## src/rtl/seg_pkg.sv

```systemverilog
// rtl/seg_pkg.sv - glyph codes, glyph-to-segment table and converter states
package seg_pkg;

  localparam logic [4:0] G_0     = 5'd0;
  localparam logic [4:0] G_1     = 5'd1;
  localparam logic [4:0] G_2     = 5'd2;
  localparam logic [4:0] G_3     = 5'd3;
  localparam logic [4:0] G_4     = 5'd4;
  localparam logic [4:0] G_5     = 5'd5;
  localparam logic [4:0] G_6     = 5'd6;
  localparam logic [4:0] G_7     = 5'd7;
  localparam logic [4:0] G_8     = 5'd8;
  localparam logic [4:0] G_9     = 5'd9;
  localparam logic [4:0] G_A     = 5'd10;
  localparam logic [4:0] G_B     = 5'd11;
  localparam logic [4:0] G_C     = 5'd12;
  localparam logic [4:0] G_D     = 5'd13;
  localparam logic [4:0] G_E     = 5'd14;
  localparam logic [4:0] G_G     = 5'd15;
  localparam logic [4:0] G_H     = 5'd16;
  localparam logic [4:0] G_I     = 5'd17;
  localparam logic [4:0] G_J     = 5'd18;
  localparam logic [4:0] G_L     = 5'd19;
  localparam logic [4:0] G_N     = 5'd20;
  localparam logic [4:0] G_O     = 5'd21;
  localparam logic [4:0] G_P     = 5'd22;
  localparam logic [4:0] G_R     = 5'd23;
  localparam logic [4:0] G_S     = 5'd24;
  localparam logic [4:0] G_T     = 5'd25;
  localparam logic [4:0] G_U     = 5'd26;
  localparam logic [4:0] G_Y     = 5'd27;
  localparam logic [4:0] G_MINUS = 5'd28;
  localparam logic [4:0] G_BLANK = 5'd31;

  typedef enum logic [1:0] {
    CONV_IDLE  = 2'd0,
    CONV_SHIFT = 2'd1,
    CONV_DONE  = 2'd2
  } conv_state_t;

  // Active-high segment pattern, bit order dp g f e d c b a; unknown codes are dark
  function automatic logic [7:0] glyph_seg(input logic [4:0] code);
    logic [7:0] seg;
    case (code)
      G_0:     seg = 8'h3F;
      G_1:     seg = 8'h06;
      G_2:     seg = 8'h5B;
      G_3:     seg = 8'h4F;
      G_4:     seg = 8'h66;
      G_5:     seg = 8'h6D;
      G_6:     seg = 8'h7D;
      G_7:     seg = 8'h07;
      G_8:     seg = 8'h7F;
      G_9:     seg = 8'h6F;
      G_A:     seg = 8'h77;
      G_B:     seg = 8'h7C;
      G_C:     seg = 8'h39;
      G_D:     seg = 8'h5E;
      G_E:     seg = 8'h79;
      G_G:     seg = 8'h3D;
      G_H:     seg = 8'h76;
      G_I:     seg = 8'h06;
      G_J:     seg = 8'h1E;
      G_L:     seg = 8'h38;
      G_N:     seg = 8'h54;
      G_O:     seg = 8'h5C;
      G_P:     seg = 8'h73;
      G_R:     seg = 8'h50;
      G_S:     seg = 8'h6D;
      G_T:     seg = 8'h78;
      G_U:     seg = 8'h3E;
      G_Y:     seg = 8'h6E;
      G_MINUS: seg = 8'h40;
      default: seg = 8'h00;
    endcase
    return seg;
  endfunction

endpackage

```

## src/rtl/bin2bcd_seq.sv

```systemverilog
// rtl/bin2bcd_seq.sv - sequential double-dabble converter with valid/ready request
module bin2bcd_seq
  import seg_pkg::*;
#(
  parameter int BIN_W     = 32,
  parameter int NUM_FIELD = 4
) (
  input  logic                   clk,
  input  logic                   rst_n,
  input  logic                   num_valid,
  output logic                   num_ready,
  input  logic [BIN_W-1:0]       num_bin,
  output logic [4*NUM_FIELD-1:0] bcd_out,
  output logic                   num_ovf
);

  localparam int BCD_W = 4 * NUM_FIELD;
  localparam int CNT_W = $clog2(BIN_W + 1);

  conv_state_t      state, state_nxt;
  logic [BIN_W-1:0] bin_sh;
  logic [BCD_W-1:0] work;
  logic [BCD_W-1:0] work_adj;
  logic             sticky;
  logic [CNT_W-1:0] bit_cnt;
  logic             last_bit;

  assign last_bit = (bit_cnt == CNT_W'(BIN_W - 1));

  // Add-3 correction on every nibble that would reach 10 or more after the shift
  always_comb begin
    work_adj = work;
    for (int k = 0; k < NUM_FIELD; k++) begin
      if (work[4*k +: 4] >= 4'd5) begin
        work_adj[4*k +: 4] = work[4*k +: 4] + 4'd3;
      end
    end
  end

  // Next-state and ready decode
  always_comb begin
    state_nxt = state;
    num_ready = 1'b0;
    case (state)
      CONV_IDLE: begin
        num_ready = 1'b1;
        if (num_valid) state_nxt = CONV_SHIFT;
      end
      CONV_SHIFT: begin
        if (last_bit) state_nxt = CONV_DONE;
      end
      CONV_DONE: begin
        state_nxt = CONV_IDLE;
      end
      default: begin
        state_nxt = CONV_IDLE;
      end
    endcase
  end

  // State register
  always_ff @(posedge clk or negedge rst_n) begin
    if (!rst_n) state <= CONV_IDLE;
    else        state <= state_nxt;
  end

  // Working shift registers; the display copy only changes in DONE so it never tears
  always_ff @(posedge clk or negedge rst_n) begin
    if (!rst_n) begin
      bin_sh  <= '0;
      work    <= '0;
      sticky  <= 1'b0;
      bit_cnt <= '0;
      bcd_out <= '0;
      num_ovf <= 1'b0;
    end else begin
      case (state)
        CONV_IDLE: begin
          if (num_valid) begin
            bin_sh  <= num_bin;
            work    <= '0;
            sticky  <= 1'b0;
            bit_cnt <= '0;
          end
        end
        CONV_SHIFT: begin
          work    <= {work_adj[BCD_W-2:0], bin_sh[BIN_W-1]};
          bin_sh  <= bin_sh << 1;
          sticky  <= sticky | work_adj[BCD_W-1];
          bit_cnt <= bit_cnt + 1'b1;
        end
        CONV_DONE: begin
          bcd_out <= work;
          num_ovf <= sticky;
        end
        default: begin
        end
      endcase
    end
  end

endmodule

```

## src/rtl/seg_mux_bcd_driver.sv

```systemverilog
// rtl/seg_mux_bcd_driver.sv - multiplexed seven-segment driver with decimal field overlay
module seg_mux_bcd_driver
  import seg_pkg::*;
#(
  parameter int NUM_DIGITS      = 8,
  parameter int NUM_FIELD       = 4,
  parameter int BIN_W           = 32,
  parameter int SCAN_DIV_W      = 17,
  parameter int BLINK_DIV_W     = 25,
  parameter int SEG_ACTIVE_HIGH = 1,
  parameter int AN_ACTIVE_LOW   = 1
) (
  input  logic                          clk,
  input  logic                          rst_n,
  input  logic                          wr_en,
  input  logic [$clog2(NUM_DIGITS)-1:0] wr_addr,
  input  logic [4:0]                    wr_code,
  input  logic                          num_valid,
  output logic                          num_ready,
  input  logic [BIN_W-1:0]              num_bin,
  input  logic                          num_show,
  input  logic                          lz_blank,
  input  logic [NUM_DIGITS-1:0]         blink_mask,
  output logic                          num_ovf,
  output logic [7:0]                    seg_out,
  output logic [NUM_DIGITS-1:0]         seg_an
);

  localparam int IDX_W = $clog2(NUM_DIGITS);

  logic [4:0]             glyph_buf [NUM_DIGITS];
  logic [SCAN_DIV_W-1:0]  scan_cnt;
  logic [IDX_W-1:0]       scan_idx;
  logic [BLINK_DIV_W-1:0] blink_cnt;
  logic                   blink_phase;
  logic [4*NUM_FIELD-1:0] bcd_disp;
  logic [NUM_FIELD-1:0]   lead_zero;
  logic                   in_field;
  logic [3:0]             field_nib;
  logic                   field_lz;
  logic [4:0]             code_sel;
  logic [7:0]             seg_lit;
  logic [NUM_DIGITS-1:0]  an_onehot;

  bin2bcd_seq #(
    .BIN_W     (BIN_W),
    .NUM_FIELD (NUM_FIELD)
  ) u_conv (
    .clk       (clk),
    .rst_n     (rst_n),
    .num_valid (num_valid),
    .num_ready (num_ready),
    .num_bin   (num_bin),
    .bcd_out   (bcd_disp),
    .num_ovf   (num_ovf)
  );

  // Glyph buffer; addresses past the last digit are dropped
  always_ff @(posedge clk or negedge rst_n) begin
    if (!rst_n) begin
      for (int i = 0; i < NUM_DIGITS; i++) glyph_buf[i] <= G_BLANK;
    end else if (wr_en && (32'(wr_addr) < NUM_DIGITS)) begin
      glyph_buf[wr_addr] <= wr_code;
    end
  end

  // Scan prescaler and digit index
  always_ff @(posedge clk or negedge rst_n) begin
    if (!rst_n) begin
      scan_cnt <= '0;
      scan_idx <= '0;
    end else begin
      scan_cnt <= scan_cnt + 1'b1;
      if (&scan_cnt) begin
        scan_idx <= (scan_idx == IDX_W'(NUM_DIGITS - 1)) ? '0 : scan_idx + 1'b1;
      end
    end
  end

  // Blink phase divider
  always_ff @(posedge clk or negedge rst_n) begin
    if (!rst_n) begin
      blink_cnt   <= '0;
      blink_phase <= 1'b0;
    end else begin
      blink_cnt <= blink_cnt + 1'b1;
      if (&blink_cnt) blink_phase <= ~blink_phase;
    end
  end

  // lead_zero[k]: nibble k and every nibble above it are zero
  always_comb begin
    lead_zero = '0;
    lead_zero[NUM_FIELD-1] = (bcd_disp[4*NUM_FIELD-1 -: 4] == 4'd0);
    for (int k = NUM_FIELD - 2; k >= 0; k--) begin
      lead_zero[k] = lead_zero[k+1] & (bcd_disp[4*k +: 4] == 4'd0);
    end
  end

  // Pick the number-field nibble for the digit being scanned
  always_comb begin
    in_field  = 1'b0;
    field_nib = 4'd0;
    field_lz  = 1'b0;
    for (int k = 0; k < NUM_FIELD; k++) begin
      if (32'(scan_idx) == k) begin
        in_field  = 1'b1;
        field_nib = bcd_disp[4*k +: 4];
        field_lz  = (k != 0) && lead_zero[k];
      end
    end
  end

  // Glyph selection, field overlay and blink for the current digit
  always_comb begin
    code_sel = glyph_buf[scan_idx];
    if (num_show && in_field) begin
      if (num_ovf)                   code_sel = G_MINUS;
      else if (lz_blank && field_lz) code_sel = G_BLANK;
      else                           code_sel = {1'b0, field_nib};
    end
    seg_lit = glyph_seg(code_sel);
    if (blink_phase && blink_mask[scan_idx]) seg_lit = 8'h00;
    an_onehot = NUM_DIGITS'(1) << scan_idx;
  end

  // Pins registered together so anode and segments switch on the same edge
  always_ff @(posedge clk or negedge rst_n) begin
    if (!rst_n) begin
      seg_an  <= (AN_ACTIVE_LOW != 0) ? '1 : '0;
      seg_out <= (SEG_ACTIVE_HIGH != 0) ? 8'h00 : 8'hFF;
    end else begin
      seg_an  <= (AN_ACTIVE_LOW != 0) ? ~an_onehot : an_onehot;
      seg_out <= (SEG_ACTIVE_HIGH != 0) ? seg_lit : ~seg_lit;
    end
  end

endmodule
```

## config.mk

```make
export PLATFORM = sky130hd
export DESIGN_NAME = seg_mux_bcd_driver
export DESIGN_NICKNAME = d
export VERILOG_FILES = /design/src/rtl/seg_pkg.sv /design/src/rtl/bin2bcd_seq.sv /design/src/rtl/seg_mux_bcd_driver.sv
export SDC_FILE = /design/constraint.sdc
export NUM_CORES = 1
export LEC_CHECK = 0
export ABC_CLOCK_PERIOD_IN_PS = 3500
export CAP_MARGIN = 20
export CORE_MARGIN = 3
export CORE_UTILIZATION = 30
export CTS_BUF_LIST = sky130_fd_sc_hd__clkbuf_4 sky130_fd_sc_hd__clkbuf_8
export DETAILED_ROUTE_END_ITERATION = 6
export GPL_TIMING_DRIVEN = 1
export MAX_ROUTING_LAYER = met4
export RECOVER_POWER = 100
export SLEW_MARGIN = 5
export SYNTH_ARGS = -nofsm -noshare
export SYNTH_HDL_FRONTEND = slang
export SYNTH_SLANG_ARGS = --single-unit
```

## constraint.sdc

```tcl
create_clock -name clk -period 3.5 [get_ports clk]
set_input_delay 0.35 -clock clk [delete_from_list [all_inputs] [get_ports clk]]
set_output_delay 0.35 -clock clk [all_outputs]
set_load 0.01 [all_outputs]
```

### After elaboration in Yosys (flattened, before gate mapping)

Memory sizes are Yosys's and may differ from the RTL's.
Index checks and enable logic that the tools add are counted.

| word-level totals | value |
|---|---|
| input bits | 54 |
| memories kept | 1 |
| memory bits (read-only) | 224 |
| output and inout bits | 18 |
| logic and storage cells | 109 |
| register bits | 176 |

| operators by class | value |
|---|---|
| equality and inequality tests | 9 |
| reductions and logical operators | 14 |
| multiplexer cells | 40 |
| shifts and indexed selects | 1 |
| add/subtract/negate cells | 8 |
| order comparisons | 8 |
| bitwise gates (word level) | 7 |

Memory list:

| name | words | width | read ports | clocked after memory_dff | write ports | line | text |
|---|---|---|---|---|---|---|---|
| (no name shown) | 32 | 7 | 1 | 0 | 0 | seg_pkg.sv:44 | `case (code)` |

Operator list:

| kind | number |
|---|---|
| case mux 32 bit (2 select lines) | 1 |
| bitwise mux 40 bit | 1 |
| two-way mux 32 bit | 1 |
| two-way mux 4 bit | 8 |
| case mux 16 bit (2 select lines) | 1 |
| two-way mux 5 bit | 6 |
| adder 25 x 1 -> 25 bit, second input constant | 1 |
| AND reduction 25 bit | 1 |
| adder 17 x 1 -> 17 bit, second input constant | 1 |
| AND reduction 17 bit | 1 |
| adder 4 x 2 -> 4 bit, second input constant | 4 |
| >= comparator 4 x 3 -> 1 bit, second input constant | 4 |
| two-way mux 16 bit | 1 |
| binary-select mux 5 bit (select 3 bit) | 1 |
| demux 5 bit (select 3 bit) | 1 |
| zero test 4 bit | 3 |
| case mux 6 bit (2 select lines) | 1 |
| two-way mux 1 bit | 10 |
| >= comparator 4 bit, second input constant | 2 |
| two-way mux 8 bit | 1 |
| inverter 3 -> 4 bit | 2 |
| inverter 8 bit | 1 |
| left shift 1 x 3 -> 8 bit, first input constant | 1 |
| adder 6 x 1 -> 6 bit, second input constant | 1 |
| other kinds (25) | 32 |

### Logic depth before layout (Yosys ltp)

Gate-level depths: netlist of run 1.
An unclocked memory read counts as a cell.

| logic depth | value |
|---|---|
| depth after elaboration | 12 |
| gate-level depth with buffers | 14 |
| depth with buffers taken out | 12 |

### By module

From an unflattened synthesis of run 1, not the netlist that was laid out.

| unflattened totals | value |
|---|---|
| cell total of the unflattened synthesis | 795 |
| area total of the unflattened synthesis | 8,790.9 µm² |

By module, submodules not included:

| module | seq. area each (µm²) | area each (µm²) | times used | cells each |
|---|---|---|---|---|
| seg_mux_bcd_driver | 2,587.5 | 5,171.2 | 1 | 422 |
| bin2bcd_seq | 1,851.8 | 3,619.7 | 1 | 373 |

### Worst setup path before layout of run 1

Ideal clock, no wire load.

| path | value |
|---|---|
| kind | register to register |
| from | register scan_idx[1] |
| to | register seg_out[1] |
| required time | 3.376 ns |
| buffers on the path | 3 |
| cell stages (with the launch flop) | 15 |
| arrival | 3.500 ns |
| period minus slack after synthesis | 3.624 ns |
| setup slack | -0.124 ns |
| setup time | 0.124 ns |
| cells stage by stage | dfrtp_1 -> buf_1 -> inv_1 -> ha_1 -> buf_6 -> or4_4 -> and3_1 -> buf_6 -> o32ai_2 -> inv_1 -> ha_1 -> inv_1 -> nand3_1 -> a31o_1 -> a211o_1 |

| on the way | value |
|---|---|
| word-level cells in the longest chain between the ends | 10 |
| elaborated cells on any way between the ends | 29 |
| classes of those cells | 3 x eq/ne; 20 x mux; 1 x bitwise; 4 x reduce/logical; 1 x memory |

Ends and longest elaborated chain:

| what | line | text |
|---|---|---|
| start: declaration | seg_mux_bcd_driver.sv:33 | `logic [IDX_W-1:0] scan_idx;` |
| start signal: assignment | seg_mux_bcd_driver.sv:75 | `scan_idx <= (scan_idx == IDX_W'(NUM_DIGITS - 1)) ? '0 : scan_idx + 1'b1;` |
| zero test 3 bit / equality test 3 x 1 -> 1 bit (equally long branches) | seg_mux_bcd_driver.sv:106 | `if (32'(scan_idx) == k) begin` |
| two-way mux 4 bit / two-way mux 1 bit (equally long branches) (3 in a row) | seg_mux_bcd_driver.sv:106 |  |
| two-way mux 4 bit / logical AND 1 bit (equally long branches) | seg_mux_bcd_driver.sv:106, seg_mux_bcd_driver.sv:119 |  |
| two-way mux 5 bit | seg_mux_bcd_driver.sv:119 | `else if (lz_blank && field_lz) code_sel = G_BLANK;` |
| two-way mux 5 bit | seg_mux_bcd_driver.sv:118 | `if (num_ovf) code_sel = G_MINUS;` |
| two-way mux 5 bit | seg_mux_bcd_driver.sv:117 | `if (num_show && in_field) begin` |
| memory read (32 x 7 bit) | -- |  |
| two-way mux 8 bit * | seg_mux_bcd_driver.sv:123 | `if (blink_phase && blink_mask[scan_idx]) seg_lit = 8'h00;` |
| named net seg_lit[1] | seg_mux_bcd_driver.sv:42 | `logic [7:0] seg_lit;` |
| end signal: assignment | seg_mux_bcd_driver.sv:131 | `seg_out <= (SEG_ACTIVE_HIGH != 0) ? 8'h00 : 8'hFF;` |
| end signal: assignment | seg_mux_bcd_driver.sv:134 | `seg_out <= (SEG_ACTIVE_HIGH != 0) ? seg_lit : ~seg_lit;` |
| end: declaration | seg_mux_bcd_driver.sv:25 | `output logic [7:0] seg_out,` |

The timed path passes the listed nets; every way through them passes the cells marked *. The select of a mux whose other input is x is not followed.
A chain may end at the register's enable or synchronous reset.

### Worst setup path in the final report of run 1

Ends and elaborated chain as after synthesis.

==> results of run 1 <==
final cells by class:
class,instances,area [µm²],share of cell area (%)
inverter,23,86.3,0.860
clock inverter,14,226,2.26
sequential,175,4440,44.2
timing repair buffer,91,827,8.24
tap,372,465,4.64
multi-input combinational,513,3750,37.4
clock buffer,18,241,2.41
state kept, by name, summed over array words and instances, names as in the netlist:
name            cells
u_conv.sticky       1
blink_cnt          25
u_conv.bit_cnt      6
glyph_buf          40
seg_an              8
u_conv.bin_sh      32
u_conv.num_ovf      1
seg_out             7
u_conv.work        16
u_conv.bcd_out     16
u_conv.state        2
scan_idx            3
scan_cnt           17
blink_phase         1
worst min-delay path by stage:
stage	startpoint	end	slack, ps	cells after the start
after CTS	num_bin[0]	u_conv.bin_sh[0]$_DFFE_PN0P_	410	3
after global placement	scan_cnt[5]$_DFF_PN0_	scan_cnt[5]$_DFF_PN0_	450	1
after floorplan	rst_n	blink_cnt[0]$_DFF_PN0_	50	0
after global routing	num_bin[0]	u_conv.bin_sh[0]$_DFFE_PN0P_	440	3
final	num_bin[0]	u_conv.bin_sh[0]$_DFFE_PN0P_	430	3
after detailed placement	blink_cnt[23]$_DFF_PN0_	blink_cnt[23]$_DFF_PN0_	460	1
synth_stat cells, drive strengths merged, types with 5 or more instances:
cell    instances
dfrtp         127
buf            15
nand2         119
o21ai          32
nand3          35
mux4           12
a221oi          6
a21oi          14
and2            6
nand2b         10
dfstp          48
mux2           49
inv            22
nand4          14
xor2           14
mux2i           8
o31ai           9
nor2           21
nor3            5
xnor2          33
a22oi          32
ha             26
and3            9
clkbuf         19
metal layers:
metal  GRT usage, %  routed length [µm]
met1           16.4                8480
met3           2.06                 453
met5              -                   0
met2           19.0                8320
met4           3.69                 237
where the power goes:
part | internal, mW | leakage [nW] | switching (mW)
sequential | 2.49 | 2.12 | 0.262
combinational | 0.602 | 1.85 | 0.622
clock | 0.873 | 0.234 | 0.769
total | 3.97 | 4.21 | 1.65
tightest hold or removal path, delay by kind of cell:
kind	cells	cell delay, ps
buf+inv	1	410
simple gates	2	100
repair_timing:
| action | CTS | global route |
|---|---|---|
| buffers inserted | 0 | 1 |
| endpoints found under the hold margin | 67 | 0 |
| setup endpoints to repair | 0 | 1 |
| hold buffers | 1 | 0 |
metrics by stage:
step | cell area, µm² | instances | utilization [%] | power (mW) | worst slack [ps]
after CTS | 10100 | 1205 | 36.9 | 5.71 | 207
after global routing | 10000 | 1206 | 36.7 | 5.99 | 25.9
after global placement | 9590 | 1172 | 35.1 | 4.00 | 328
final | 10000 | 1206 | 36.7 | 5.62 | 226
after floorplan | 8450 | 745 | - | 3.63 | 48.2
after detailed placement | 9590 | 1172 | 35.1 | 4.04 | 219
kinds of logic (layout without fill, tap and decap cells):
| group | count (synthesis) | in the layout |
|---|---|---|
| simple gates | 241 | 241 |
| fa+ha+maj | 26 | 26 |
| buf+inv | 57 | 146 |
| other cells | 1 | 1 |
| xor+xnor | 47 | 47 |
| mux | 69 | 69 |
| compound gates | 129 | 129 |
| flops | 175 | 175 |
==> metrics.txt, run 1 <==
number of DRC violations after detailed-routing iteration 0=512; clock slew at reported path FFs=roughly 100 ps; CP Launch Type=register; CTS resizes=0; failing checks=capacitance limit, slew limit; DRT Pass-1 Iters=4; Final ANT Viol Nets=0; global route overflow=0; Finish-stage setup viols=0; most common cell after layout, fill and taps aside=dfrtp_1; final hold violation count=0; post-synthesis simple-gate area fraction=13.5%; Worst EP required=3830 ps; Post-Synth XOR/XNOR Area=under 10%; DIE WIDTH=roughly 170 µm; Seq/Total Area, Yosys=between 50% and 60%; worst hold margin=~430 ps; Port Buffers=70; FF-to-FF End=seg_out[1]$_DFF_PN0_; FP Rows=60; clk root buf=clkbuf_8; Yosys top cell area share=approximately 38%; number of fill cells=around 2700; pwr/cell area=about 560 nW/µm²; initial core utilization=between 30% and 40%; latest clock arrival within the worst-skew pair=between 400 and 500 ps; commonest cells after routing, fill and taps aside=dfrtp_1 (127), nand2_1 (119), clkdlybuf4s50_1 (50); Worst setup EP type=register; final number of max-transition violations=roughly 150; initial antenna violation count=0; slowest CP cell=or4_4; Final nets=~900; status=finished, violations left; max cap viols=3; Post-synth ARST share=100%; critical path class=reg -> reg; GRT Overall Usage=12.2%; R2R depth=11; vias in the first global route=around 6000; total wire length=17500 µm; worst-case clock buffer depth=2; Avg Inst Size Synth=between 10 and 15 µm²; Critical Path, Cell by Cell=inv_1 -> ha_1 -> or4_4 -> and3_1 -> o311ai_1 -> o22ai_2 -> ha_1 -> inv_1 -> nand3_1 -> a31o_1 -> a211o_1; Tmin final=roughly 3300 ps; GP Congestion=around 0.85; Vert. Die Dim=between 150 and 200 µm; post-synthesis cell type count=66; Synth Area in Adders=3.85%; Post-Syn Instances=745; multiplexer area fraction after synthesis=between 10% and 20%; die area=a little over 30000 µm²; I/O pin cnt=between 70 and 80; Fin Setup TNS=0 ps; Synth Area in Compound Gates=between 10% and 20%; Tcrit/Tclk final=93.5%; ANT cells=0; flop2flop setup slack=between 200 and 250 ps; Syn Nets=just over 800; CTS buffer count=17; Critical path origin=scan_idx[1]$_DFFE_PN0P_; worst reg2reg path startpoint=scan_idx[1]$_DFFE_PN0P_; Vias=5805; Arrival @ worst endpoint=3600 ps; synth warn=0; main combinational cell family by area after synthesis=simple AND/OR/NAND/NOR gates; EDFF count, synth=0; share of layout cells above drive strength 1=about a fifth; dpl hpwl=about 12000 µm; worst-margin pin slew=~2100 ps; first-pass GRT wire length=around 30000 µm; CTS sink cnt=around 180; Avg WL per Cell=about 15 µm; CP endpoint=seg_out[1]$_DFF_PN0_; Layout area overhead=18.8%; largest net degree at the start of global routing=87; peak supply drop=about 0.00024 V; maximum fanout along the worst path=10; relative slew slack=-39.3%; CP top delay family=simple AND/OR/NAND/NOR gates; maximum clock frequency=about 310 MHz; Vias/cell=4.81; H-tree levels=4; worst stage delay on the critical path=between 500 and 600 ps; LEAKAGE=between 4 and 5 nW; FF+latch count, synth=approximately 180; Stages on worst setup path=11; WP buf/inv=2; DRC Markers=0; leading area contributor after synthesis=dfrtp_1; ys flop type=dfrtp_1; mapped cell area=between 8000 and 9000 µm²; unrepaired setup endpoints after global routing=false; Worst Hold Class=in -> reg; TritonCTS clock tree=yes; Fin Clk Skew=~18 ps; core area=between 20000 and 30000 µm²; leading post-synthesis cells by cell area=dfrtp_1 (38%), dfstp_2 (15%), mux2_2 (6.5%), nand2_1 (5.3%), ha_1 (3.9%)
Note: power is estimated with default switching activity, not from simulation.
==> run 2: changes to the inputs <==
--- a/config.mk
+++ b/config.mk
@@ -14,6 +14,7 @@
 export GPL_TIMING_DRIVEN = 1
 export MAX_ROUTING_LAYER = met4
 export RECOVER_POWER = 100
+export SETUP_SLACK_MARGIN = 0.1
 export SLEW_MARGIN = 5
 export SYNTH_ARGS = -nofsm -noshare
 export SYNTH_HDL_FRONTEND = slang
==> run 2 against run 1 <==
  * The flow still finishes with violations (capacitance limit, slew limit)
  * Clock skew is 1.7 ps lower
  * Clock power is 7% lower
  * Power is 2.2% lower
  * Largest cell class unchanged
  * Fmax is 2.6% higher
  * Critical path depth stayed put
  * Utilization hardly changed
  * Sequential cell count stayed put
  * Count of clock-buffer cells in the layout is 1 higher
  * Die area stayed put
  * Sequential power hardly changed
==> metrics.txt, run 2 (synthesis results as in run 1) <==
Vias/cell=4.80 (was 4.81); DRT Pass-1 Iters=6 (was 4); Final nets=904 (was 901); status=finished, violations left (unchanged); number of DRC violations after detailed-routing iteration 0=391 (was 512); Worst EP required=3840 ps (was 3830 ps); I/O pin cnt=72 (unchanged); TritonCTS clock tree=yes (unchanged); Final Cell Area=10000 µm² (about the same); most common cell after layout, fill and taps aside=dfrtp_1 (unchanged); maximum clock frequency=313 MHz (was 305 MHz); Vert. Die Dim=174 µm (unchanged); number of fill cells=2729 (was 2681); failing checks=capacitance limit, slew limit (unchanged); FP Rows=60 (unchanged); ANT cells=0 (unchanged); pwr/cell area=548 nW/µm² (was 560 nW/µm²); DIE WIDTH=174 µm (unchanged); unrepaired setup endpoints after global routing=false (unchanged); initial core utilization=30.9% (unchanged); commonest cells after routing, fill and taps aside=dfrtp_1 (127), nand2_1 (119), clkdlybuf4s50_1 (50) (unchanged); worst-margin pin slew=1650 ps (was 2090 ps); vias in the first global route=5959 (was 5868); Layout area overhead=18.7% (was 18.8%); Final ANT Viol Nets=0 (unchanged); Setup WS post-layout=309 ps (was 226 ps); max cap viols=2 (was 3); biggest regs=glyph_buf x40, u_conv.bin_sh x32, blink_cnt x25 (unchanged); first-pass GRT wire length=29900 µm (was 29800 µm); Vias=5808 (was 5805); dpl ws=144 ps (was 219 ps); clock slew at reported path FFs=100 ps (about the same); maximum fanout along the worst path=8 (was 10); CTS sink cnt=175 (unchanged); Worst setup EP type=register (unchanged); Final Non-Filler Cells=1209 (was 1206); Tcrit/Tclk final=91.2% (was 93.5%); Arrival @ worst endpoint=3530 ps (was 3600 ps); H-tree levels=4 (unchanged); Worst Hold Class=in -> reg (unchanged); GRT Overall Usage=12.2% (about the same); worst-case clock buffer depth=2 (unchanged); Fin Clk Skew=16.0 ps (was 17.7 ps); dpl cells=1173 (was 1172); initial antenna violation count=0 (unchanged); DRC Markers=0 (unchanged); CP Launch Type=register (unchanged); post-placement cell area=9610 µm² (was 9590 µm²); share of layout cells above drive strength 1=19.7% (was 20.0%); final hold violation count=0 (unchanged); Fin Setup TNS=0 ps (unchanged); die area=30200 µm² (unchanged); peak supply drop=0.000259 V (was 0.000238 V); Finish-stage setup viols=0 (unchanged); max FFs per register=40 (unchanged); core area=27300 µm² (unchanged); GP Congestion=0.821 (was 0.854); Avg WL per Cell=14.3 µm (was 14.5 µm); relative slew slack=-10.2% (was -39.3%); global route overflow=0 (unchanged); largest net degree at the start of global routing=67 (was 87); total wire length=17300 µm (was 17500 µm); CTS buffer count=17 (unchanged); Reg with most FFs=glyph_buf (unchanged); LEAKAGE=4.19 nW (was 4.21 nW); clk root buf=clkbuf_8 (unchanged); Port Buffers=70 (unchanged); latest clock arrival within the worst-skew pair=450 ps (about the same); dpl hpwl=12000 µm (about the same); Tmin final=3190 ps (was 3270 ps); final number of max-transition violations=105 (was 146); worst hold margin=451 ps (was 432 ps); critical path class=reg -> reg (unchanged)
-- run 2: changes by cell type in the layout (fill, tap and decap cells not counted), sizes merged --
cell,delta
bufinv,-2
inv,+1
clkbuf,+4
-- run 2: worst paths after layout --
kind                                          from                           end  slack, ps  depth (start not counted)
hold reg to reg              scan_cnt[5]$_DFF_PN0_         scan_cnt[5]$_DFF_PN0_        470                          1
setup / recovery           scan_idx[0]$_DFFE_PN0P_          seg_out[1]$_DFF_PN0_        310                         11
hold / removal                          num_bin[0]  u_conv.bin_sh[0]$_DFFE_PN0P_        450                          3
min in group asynchronous                    rst_n          seg_out[3]$_DFF_PN0_        840                          2
max in group asynchronous                    rst_n    u_conv.work[3]$_DFFE_PN0P_        980                          3
setup reg to reg           scan_idx[0]$_DFFE_PN0P_          seg_out[1]$_DFF_PN0_        310                         11
-- run 2: power by group --
group | internal [mW] | switching, mW
clock network | 0.752 | 0.770
registers | 2.49 | 0.260
logic | 0.602 | 0.617
-- run 2: worst max-delay path: stages, from the launching register on --
cell and delay [ps]:
dfrtp_1 440, inv_1 110, ha_1 280, or4_4 520
and3_1 280, o311ai_1 140, o22ai_2 220, ha_1 380
inv_1 120, nand3_1 80, a31o_1 240, a211o_1 280
-- run 2: timing repair --
action,4_1_cts,5_1_grt
setup endpoints to repair,0,5
setup buffers,0,3
hold endpoints to repair,53,0
resized for setup,0,3
hold buffers,1,0
-- run 2: cell type report --
cell class	count	area, µm²	area share, %
Clock buffer	19	255	2.55
Clock inverter	13	175	1.75
Inverter	23	86.3	0.861
Multi-Input combinational cell	513	3770	37.6
Sequential cell	175	4440	44.3
Tap cell	372	465	4.64
Timing Repair Buffer	94	835	8.33
-- run 2: stage by stage --
| stage | power (mW) | utilization [%] |
|---|---|---|
| floorplan | 3.63 | - |
| global placement | 4.01 | 35.2 |
| detailed placement | 4.04 | 35.2 |
| CTS | 5.58 | 36.8 |
| global route | 5.88 | 36.7 |
| finish | 5.50 | 36.7 |
-- run 2: metal layers --
layer	global-route usage, %	share of wire (%)
met3	2.58	3.3
met2	18.9	46
met1	16.4	49
met5	-	0
met4	2.88	1.1
==> run 3: changes to the inputs <==
--- a/config.mk
+++ b/config.mk
@@ -14,6 +14,7 @@
 export GPL_TIMING_DRIVEN = 1
 export MAX_ROUTING_LAYER = met4
 export RECOVER_POWER = 100
+export REMOVE_ABC_BUFFERS = 1
 export SETUP_SLACK_MARGIN = 0.1
 export SLEW_MARGIN = 5
 export SYNTH_ARGS = -nofsm -noshare
==> run 3 against run 2 <==
  * Die area stayed put
  * The run still ends with capacitance limit, slew limit left
  * Non-clock buffer count decreased by 4
  * Largest power group unchanged
  * Critical endpoint unchanged
  * Highest routed layer unchanged
  * Setup slack got worse by 44 ps
==> metrics.txt, run 3 (synthesis results as in run 1) <==
status=finished, violations left (unchanged); failing checks=capacitance limit, slew limit (unchanged); dpl ws=287 ps (was 144 ps); Worst Hold Class=in -> reg (unchanged); largest net degree at the start of global routing=80 (was 67); GRT Overall Usage=12.6% (was 12.2%); max cap viols=3 (was 2); Stages on worst setup path=11 (unchanged); Final nets=900 (was 904); register share of total power=51.6% (was 50.1%); maximum clock frequency=309 MHz (was 313 MHz); Fin Setup TNS=0 ps (unchanged); Worst setup EP type=register (unchanged); Setup WS post-layout=265 ps (was 309 ps); CP endpoint=seg_out[1]$_DFF_PN0_ (unchanged); DRC Markers=0 (unchanged); TritonCTS clock tree=yes (unchanged); global route overflow=0 (unchanged); Final ANT Viol Nets=0 (unchanged); CTS resizes=0 (unchanged); DIE WIDTH=174 µm (unchanged); unrepaired setup endpoints after global routing=false (unchanged); CTS sink cnt=175 (unchanged); switch share=31.6% (was 30.0%); post-placement cell area=9600 µm² (was 9610 µm²); pwr/cell area=538 nW/µm² (was 548 nW/µm²); dpl hpwl=12200 µm (was 12000 µm); latest clock arrival within the worst-skew pair=460 ps (was 450 ps); CP top delay family=simple AND/OR/NAND/NOR gates (unchanged); Worst EP required=3840 ps (about the same); maximum fanout along the worst path=10 (was 8); Vias=5845 (was 5808); share of layout cells above drive strength 1=19.2% (was 19.7%); Finish-stage setup viols=0 (unchanged); number of fill cells=2709 (was 2729); flop2flop setup slack=270 ps (was 310 ps); met1 WL=8680 µm (was 8550 µm); FF+latch area=4440 µm² (unchanged); worst-case clock buffer depth=2 (unchanged); Reg with most FFs=glyph_buf (unchanged); Clock power frac=25.6% (was 27.7%); Tcrit/Tclk final=92.4% (was 91.2%); commonest cells after routing, fill and taps aside=dfrtp_1 (127), nand2_1 (119), clkdlybuf4s50_1 (50) (unchanged); core area=27300 µm² (unchanged); WP buf/inv=2 (unchanged); Avg WL per Cell=14.8 µm (was 14.3 µm); LEAKAGE=4.15 nW (was 4.19 nW); first-pass GRT wire length=30600 µm (was 29900 µm); worst reg2reg path startpoint=scan_idx[1]$_DFFE_PN0P_ (was scan_idx[0]$_DFFE_PN0P_); worst-margin pin slew=1960 ps (was 1650 ps); CP Launch Type=register (unchanged); Final Core Density=36.4% (was 36.7%); final hold violation count=0 (unchanged); Tmin final=3230 ps (was 3190 ps); max layer used=met4 (unchanged); Critical Path, Cell by Cell=inv_1 -> ha_1 -> or4_1 -> and3_1 -> o311ai_1 -> o22ai_2 -> ha_1 -> inv_1 -> nand3_1 -> a31o_1 -> a211o_1 (was inv_1 -> ha_1 -> or4_4 -> and3_1 -> o311ai_1 -> o22ai_2 -> ha_1 -> inv_1 -> nand3_1 -> a31o_1 -> a211o_1); switching power=1.69 mW (was 1.65 mW); GP Congestion=0.884 (was 0.821); initial antenna violation count=0 (unchanged); metal2 WL=8260 µm (was 8010 µm); R2R depth=11 (unchanged); total power=5.34 mW (was 5.50 mW); max FFs per register=40 (unchanged); Vias/cell=4.85 (was 4.80); FP Rows=60 (unchanged); combinational share of power=22.8% (was 22.2%); relative slew slack=-30.9% (was -10.2%); most common cell after layout, fill and taps aside=dfrtp_1 (unchanged); I/O pin cnt=72 (unchanged); CTS buffer count=17 (unchanged); die area=30200 µm² (unchanged); final number of max-transition violations=141 (was 105); met3 wire len=769 µm (was 578 µm); number of DRC violations after detailed-routing iteration 0=428 (was 391); Critical path origin=scan_idx[1]$_DFFE_PN0P_ (was scan_idx[0]$_DFFE_PN0P_); peak supply drop=0.000206 V (was 0.000259 V); biggest regs=glyph_buf x40, u_conv.bin_sh x32, blink_cnt x25 (unchanged); clock slew at reported path FFs=100 ps (about the same); Multi-input gate area=3740 µm² (was 3770 µm²); slowest CP cell=or4_1 (was or4_4); Arrival @ worst endpoint=3580 ps (was 3530 ps); initial core utilization=30.9% (unchanged); FF-to-FF End=seg_out[1]$_DFF_PN0_ (unchanged); clk root buf=clkbuf_8 (unchanged); total wire length=17900 µm (was 17300 µm); Cell Int Power=3.66 mW (was 3.85 mW); hold depth=3 (unchanged); Layout area overhead=17.6% (was 18.7%); Vert. Die Dim=174 µm (unchanged); DRT Pass-1 Iters=5 (was 6); H-tree levels=4 (unchanged); vias in the first global route=5768 (was 5959); Fin Clk Skew=23.3 ps (was 16.0 ps); critical path class=reg -> reg (unchanged); Port Buffers=70 (unchanged); worst stage delay on the critical path=610 ps (was 520 ps); ANT cells=0 (unchanged); Final Cell Area=9930 µm² (was 10000 µm²)
## run 3: cell count changes in the layout (fill, tap and decap cells not counted), moves of 2 or more
cell,previous run,this run
inv_8,1,4
bufinv_16,3,0
clkbuf_2,4,2
clkbuf_1,9,7
## run 3: final cells by class
cell class / instances / area share, %
sequential: 175 / 44.7
clock buffer: 19 / 2.63
clock inverter: 13 / 1.18
inverter: 23 / 0.869
tap: 372 / 4.69
timing repair buffer: 90 / 8.25
multi-input combinational: 513 / 37.7
## run 3: tightest hold or removal path, stage by stage
cell,delay [ps]
clkdlybuf4s50_1,400
nand2_1,60
nand2_1,40
## run 3: how the worst min path moves through the flow
stage	from	slack [ps]	to
final	num_bin[0]	420	u_conv.bin_sh[0]$_DFFE_PN0P_
after global routing	num_bin[0]	400	u_conv.bin_sh[0]$_DFFE_PN0P_
after CTS	num_bin[0]	400	u_conv.bin_sh[0]$_DFFE_PN0P_
after detailed placement	rst_n	450	seg_out[4]$_DFF_PN0_
after global placement	rst_n	450	seg_out[3]$_DFF_PN0_
after floorplan	rst_n	50	blink_cnt[0]$_DFF_PN0_
## run 3: metrics by stage
stage               std cells  hold WS, ps
floorplan                 711         54.4
global placement         1171          451
detailed placement       1171          452
CTS                      1204          395
global route             1205          403
finish                   1205          423
## run 3: metal layers
layer | GRT usage [%] | vias to the layer above
li1 | - | 2819
met1 | 17.5 | 2890
met2 | 18.7 | 119
met3 | 3.13 | 17
met4 | 2.71 | 0
met5 | - | -
## run 3: power groups by stage
| stage | combinational, mW | clock (mW) | sequential, mW |
|---|---|---|---|
| floorplan | 0.879 | 0 | 2.73 |
| global placement | 1.22 | 0 | 2.79 |
| detailed placement | 1.25 | 0 | 2.80 |
| CTS | 1.25 | 1.42 | 2.76 |
| global route | 1.40 | 1.51 | 2.82 |
| finish | 1.22 | 1.37 | 2.76 |
## run 3: repair_timing
| action | in CTS | in global routing |
|---|---|---|
| endpoints found under the hold margin | 43 | 0 |
| setup endpoints to repair | 0 | 3 |
| hold buffers | 1 | 0 |
| buffers inserted | 0 | 1 |
